**src/rtl/hazard_ctrl.sv**
```systemverilog
// Pipeline sequencing controller: load-use / register-branch hazard stalls,
// HLT drain to a terminal halted state, memory-wait freeze and a stall counter.
module hazard_ctrl #(
  parameter int DRAIN_CYCLES = 3,
  parameter int CNT_W        = 16
) (
  input  logic             clk,
  input  logic             rst,
  input  logic [3:0]       IFIDrs,
  input  logic [3:0]       IFIDrt,
  input  logic             IFIDBranch,
  input  logic             IFIDBranchReg,
  input  logic             IFIDHLT,
  input  logic             IDEX_MemRead,
  input  logic             IDEX_RegWrite,
  input  logic [3:0]       IDEX_rd,
  input  logic             EXMEM_MemRead,
  input  logic [3:0]       EXMEM_rd,
  input  logic             br_cond,
  input  logic             mem_stall,
  output logic             pc_we,
  output logic             ifid_we,
  output logic             br_taken,
  output logic             idex_bubble,
  output logic             halted,
  output logic [CNT_W-1:0] stall_cnt
);

  localparam int DW = (DRAIN_CYCLES > 4) ? $clog2(DRAIN_CYCLES) : 2;
  localparam logic [DW-1:0] DRAIN_LAST = DW'(DRAIN_CYCLES - 1);

  typedef enum logic [1:0] {
    RUN    = 2'd0,
    DRAIN  = 2'd1,
    HALTED = 2'd2
  } state_t;

  state_t           state_r, state_nxt_s;
  logic [DW-1:0]    drain_r, drain_nxt_s;
  logic [CNT_W-1:0] stall_cnt_r, stall_cnt_nxt_s;
  logic             hazard_s;

  // A source register only creates a dependency when it is not r0.
  function automatic logic reg_match(input logic [3:0] dst, input logic [3:0] src);
    return (dst != 4'd0) && (dst == src);
  endfunction

  // Hazard detection from the ID decode taps against EX/MEM destinations.
  always_comb begin
    hazard_s = (IDEX_MemRead && (reg_match(IDEX_rd, IFIDrs) || reg_match(IDEX_rd, IFIDrt)))
            || (IFIDBranchReg && IDEX_RegWrite && reg_match(IDEX_rd, IFIDrs))
            || (IFIDBranchReg && EXMEM_MemRead && reg_match(EXMEM_rd, IFIDrs));
  end

  // State, drain counter and stall counter registers.
  always_ff @(posedge clk or negedge rst) begin
    if (!rst) begin
      state_r     <= RUN;
      drain_r     <= {DW{1'b0}};
      stall_cnt_r <= {CNT_W{1'b0}};
    end else begin
      state_r     <= state_nxt_s;
      drain_r     <= drain_nxt_s;
      stall_cnt_r <= stall_cnt_nxt_s;
    end
  end

  // Next-state logic; a memory wait freezes every piece of state.
  always_comb begin
    state_nxt_s     = state_r;
    drain_nxt_s     = drain_r;
    stall_cnt_nxt_s = stall_cnt_r;
    if (mem_stall) begin
      state_nxt_s = state_r;
    end else begin
      case (state_r)
        RUN: begin
          if (hazard_s) begin
            if (stall_cnt_r != {CNT_W{1'b1}}) begin
              stall_cnt_nxt_s = stall_cnt_r + CNT_W'(1);
            end else begin
              stall_cnt_nxt_s = stall_cnt_r;
            end
          end else if (IFIDHLT) begin
            state_nxt_s = DRAIN;
            drain_nxt_s = {DW{1'b0}};
          end else begin
            state_nxt_s = RUN;
          end
        end
        DRAIN: begin
          if (drain_r == DRAIN_LAST) begin
            state_nxt_s = HALTED;
          end else begin
            drain_nxt_s = drain_r + DW'(1);
          end
        end
        HALTED:  state_nxt_s = HALTED;
        default: state_nxt_s = RUN;
      endcase
    end
  end

  // Pipeline control outputs, forced low while reset is held.
  always_comb begin
    pc_we       = 1'b0;
    ifid_we     = 1'b0;
    br_taken    = 1'b0;
    idex_bubble = 1'b0;
    halted      = 1'b0;
    if (!rst) begin
      halted = 1'b0;
    end else begin
      halted = (state_r == HALTED);
      if (mem_stall) begin
        idex_bubble = 1'b0;
      end else begin
        case (state_r)
          HALTED, DRAIN: idex_bubble = 1'b1;
          RUN: begin
            if (hazard_s || IFIDHLT) begin
              idex_bubble = 1'b1;
            end else begin
              pc_we    = 1'b1;
              ifid_we  = 1'b1;
              br_taken = IFIDBranch & br_cond;
            end
          end
          default: idex_bubble = 1'b1;
        endcase
      end
    end
  end

  assign stall_cnt = stall_cnt_r;

endmodule

```
**config.mk**
```make
export PLATFORM = sky130hd
export DESIGN_NAME = hazard_ctrl
export DESIGN_NICKNAME = d
export VERILOG_FILES = /design/src/rtl/hazard_ctrl.sv
export SDC_FILE = /design/constraint.sdc
export NUM_CORES = 1
export LEC_CHECK = 0
export ABC_AREA = 1
export ABC_CLOCK_PERIOD_IN_PS = 2170
export CORE_MARGIN = 3
export CORE_UTILIZATION = 23
export CTS_CLUSTER_DIAMETER = 100
export DETAILED_ROUTE_END_ITERATION = 10
export DONT_BUFFER_PORTS = 1
export SLEW_MARGIN = 10
export SYNTH_ARGS = -nofsm -noshare
export SYNTH_HDL_FRONTEND = slang
export SYNTH_SLANG_ARGS = --single-unit
```
**constraint.sdc**
```tcl
create_clock -name clk -period 2.17 [get_ports clk]
set_input_delay 0.3255 -clock clk [delete_from_list [all_inputs] [get_ports clk]]
set_output_delay 0.3255 -clock clk [all_outputs]
set_load 0.01 [all_outputs]
```
==> flow_summary.toml <==
[synth]
async_flop_share_pct = 100.0
syn_area_per_cell_sq_um = 6.937
yosys-top-cells-area = "dfrtp_1, nand2_1, nand4_1, nor2_1, nand2_2"
synth_seq_area_share_pct = 30.44
synth_top_area_share_pct = 30.44
synthTopCellsByCount = "nand2_1, nor2_1, inv_1, dfrtp_1, nand4_1"
synthMostInstantiatedCell = "nand2_1"
synth-edff-count = 0
syn_inst = 237
ys_warn_count = 0
synth-main-ff-cell = "dfrtp_1"
ys_types = 28
synth_top_cell_by_area = "dfrtp_1"
synth-seq-cells = 20
synth_area_sq_mm = 0.001644
syn_nets = 269

[placed_design]
numPortBuffers = 0
detailed_place_hpwl_mm = 3.024
gp_congestion = 0.8329
postPlaceCellArea_sq_mm = 0.001727

[final_layout]
nets = 270
finish.instance_area_sq_mm = 0.001792
diodes = 0
num-fill-cells = 757
drive_above_1_share_pct = 13.50
area_delta_synth_final_pct = 8.980

[floorplanning]
start_util_pct = 23.93
fp.dieW_um = 90.55
io_pins = 47
coreArea_sq_mm = 0.006869
rows = 30
dieHeight_um = 90.55
dieArea_sq_mm = 0.008198

[critical_path]
crit_path_end_kind = "output port"
required_ps = 1840
r2r_cells = 9
cpMaxStageDelayCell = "dfrtp_1"
arrival_ps = 1500
cp_max_fo = 4
slowest_delay_ps = 420
start_kind = "flip-flop"
ff2ff_setup_slack_ps = 370
path_buf_inv = 2
reg2reg_from = "stall_cnt[0]"
critPathTopFamily = "simple AND/OR/NAND/NOR gates"
r2r-end = "stall_cnt[9]"
worstPathCellList = "inv_1 -> ha_1 -> inv_1 -> nor2_1 -> nand4_1 -> nor2_1"
path_class = "reg -> out"

[route]
drt_first_pass_iters = 4
wl_per_cell_um = 11.70
wirelength_mm = 3.896
viasPerCell = 4.480
num_vias = 1492
drc = 0
drt_iter0_drc = 109
ant_nets = 0

[sta]
slew_violations = 0
fmax_ghz = 0.5479
final.setup_skew_ps = 5.182
setup_viol = 0
hold_viol = 0
rsz0062_at_grt = "false"
period_minus_slack_ps = 1825
setup_tns_ps = 0
fin_crit_sh_pct = 84.11
slew_headroom_pct = 37.91
worst_slew_pin_slew_ps = 928.3

[global_route]
grt_use_total_pct = 9.734
grt-ovfl-total = 0
grt_pass1_wl_mm = 6.886
grt_start_max_net_pins = 21
grt_pass1_vias = 1482
antenna_found_initial = 0

[hold_path]
holdPathEnd = "state_r[0]"
min_path_type = "in -> reg"
hold_depth = 3
worstHoldStart = "mem_stall"

[clock_tree]
cts_hold_buf = 1
cts_tree = "yes"
htree_levels = 1
root_buffer = "clkbuf_8"
numCtsBuffers = 3
clkLatencyLatePin_ps = 260
post_cts_resized = 0
cts.path.max_buffers = 2
clk_pin_slew_ps = 70
numClockSinks = 20
post_cts_buffers = 0

[power]
ir_worst_vdd_mv = 0.2004
leakagePower_nw = 0.9126
p_per_area_mw_per_mm2 = 644.7

[job]
maxCapViolations = 0

[outcome]
status = "finished, final reports clean"
metal layers:
metal,wire (um),GRT usage [%]
met1,1716,12.43
met2,1911,16.68
met3,181,1.333
met4,87,3.444
met5,0,0
through the flow:
step	setup WS [ps]	std cells	util (%)	power [mW]	hold WS [ps]
3_3_place_gp	416.2	328	25.14	0.8557	30.80
5_1_grt	159.3	333	26.08	1.254	303.7
4_1_cts	312.6	333	26.08	1.168	272.6
2_1_floorplan	570.9	237	-	0.7923	29.91
3_5_place_dp	382.4	328	25.14	0.8700	30.76
6_report	344.9	333	26.08	1.155	278.1
power by group:
group	total [mW]	internal, mW	switching, mW
Combinational	0.370	0.125	0.245
Sequential	0.500	0.421	0.0796
Clock	0.285	0.161	0.124
Total	1.16	0.707	0.449
worst max-delay path by stage:
stage / from / endpoint / slack (ps) / cells after the start
CTS: state_r[1] / br_taken / 310 / 6
finish: state_r[1] / br_taken / 340 / 6
floorplan: state_r[0] / drain_r[0] / 570 / 8
global placement: stall_cnt[0] / stall_cnt[8] / 420 / 9
global route: state_r[1] / br_taken / 160 / 6
detailed placement: stall_cnt[0] / stall_cnt[10] / 380 / 9
registers in the layout, summed over array words and instances, names as in the netlist:
signal	cells
drain_r	2
state_r	2
stall_cnt	16
layout make-up:
class | count | area, sq um | area share [%]
timing repair buffer | 2 | 17.52 | 0.9777
inverter | 27 | 103.9 | 5.796
sequential | 20 | 500.5 | 27.93
tap | 96 | 120.1 | 6.704
multi-input combinational | 184 | 994.7 | 55.52
clock buffer | 4 | 55.05 | 3.073
cells in the final DEF, fill, tap and decap left out, drive strengths merged:
master,Yosys,routed
nand2,90,90
nor2,28,28
inv,27,27
dfrtp,20,20
nand4,19,19
nand3,15,15
xor2,9,9
xnor2,7,7
ha,6,6
nor3,5,5
clkbuf,2,4
o21ai,3,3
o22ai,1,1
a21oi,1,1
dlygate4sd3,0,1
buf,4,1
tightest hold or removal path, stage by stage:
cell,delay [ps]
nor2_1,40
nand3_1,80
nand2_1,50
cell families after synthesis:
logic type,synth area share [%]
fa+ha+maj,4.566
simple gates,45.81
buf+inv,9.057
flops,30.44
xor+xnor,8.524
compound gates,1.598
(Power assumes the default switching activity.)
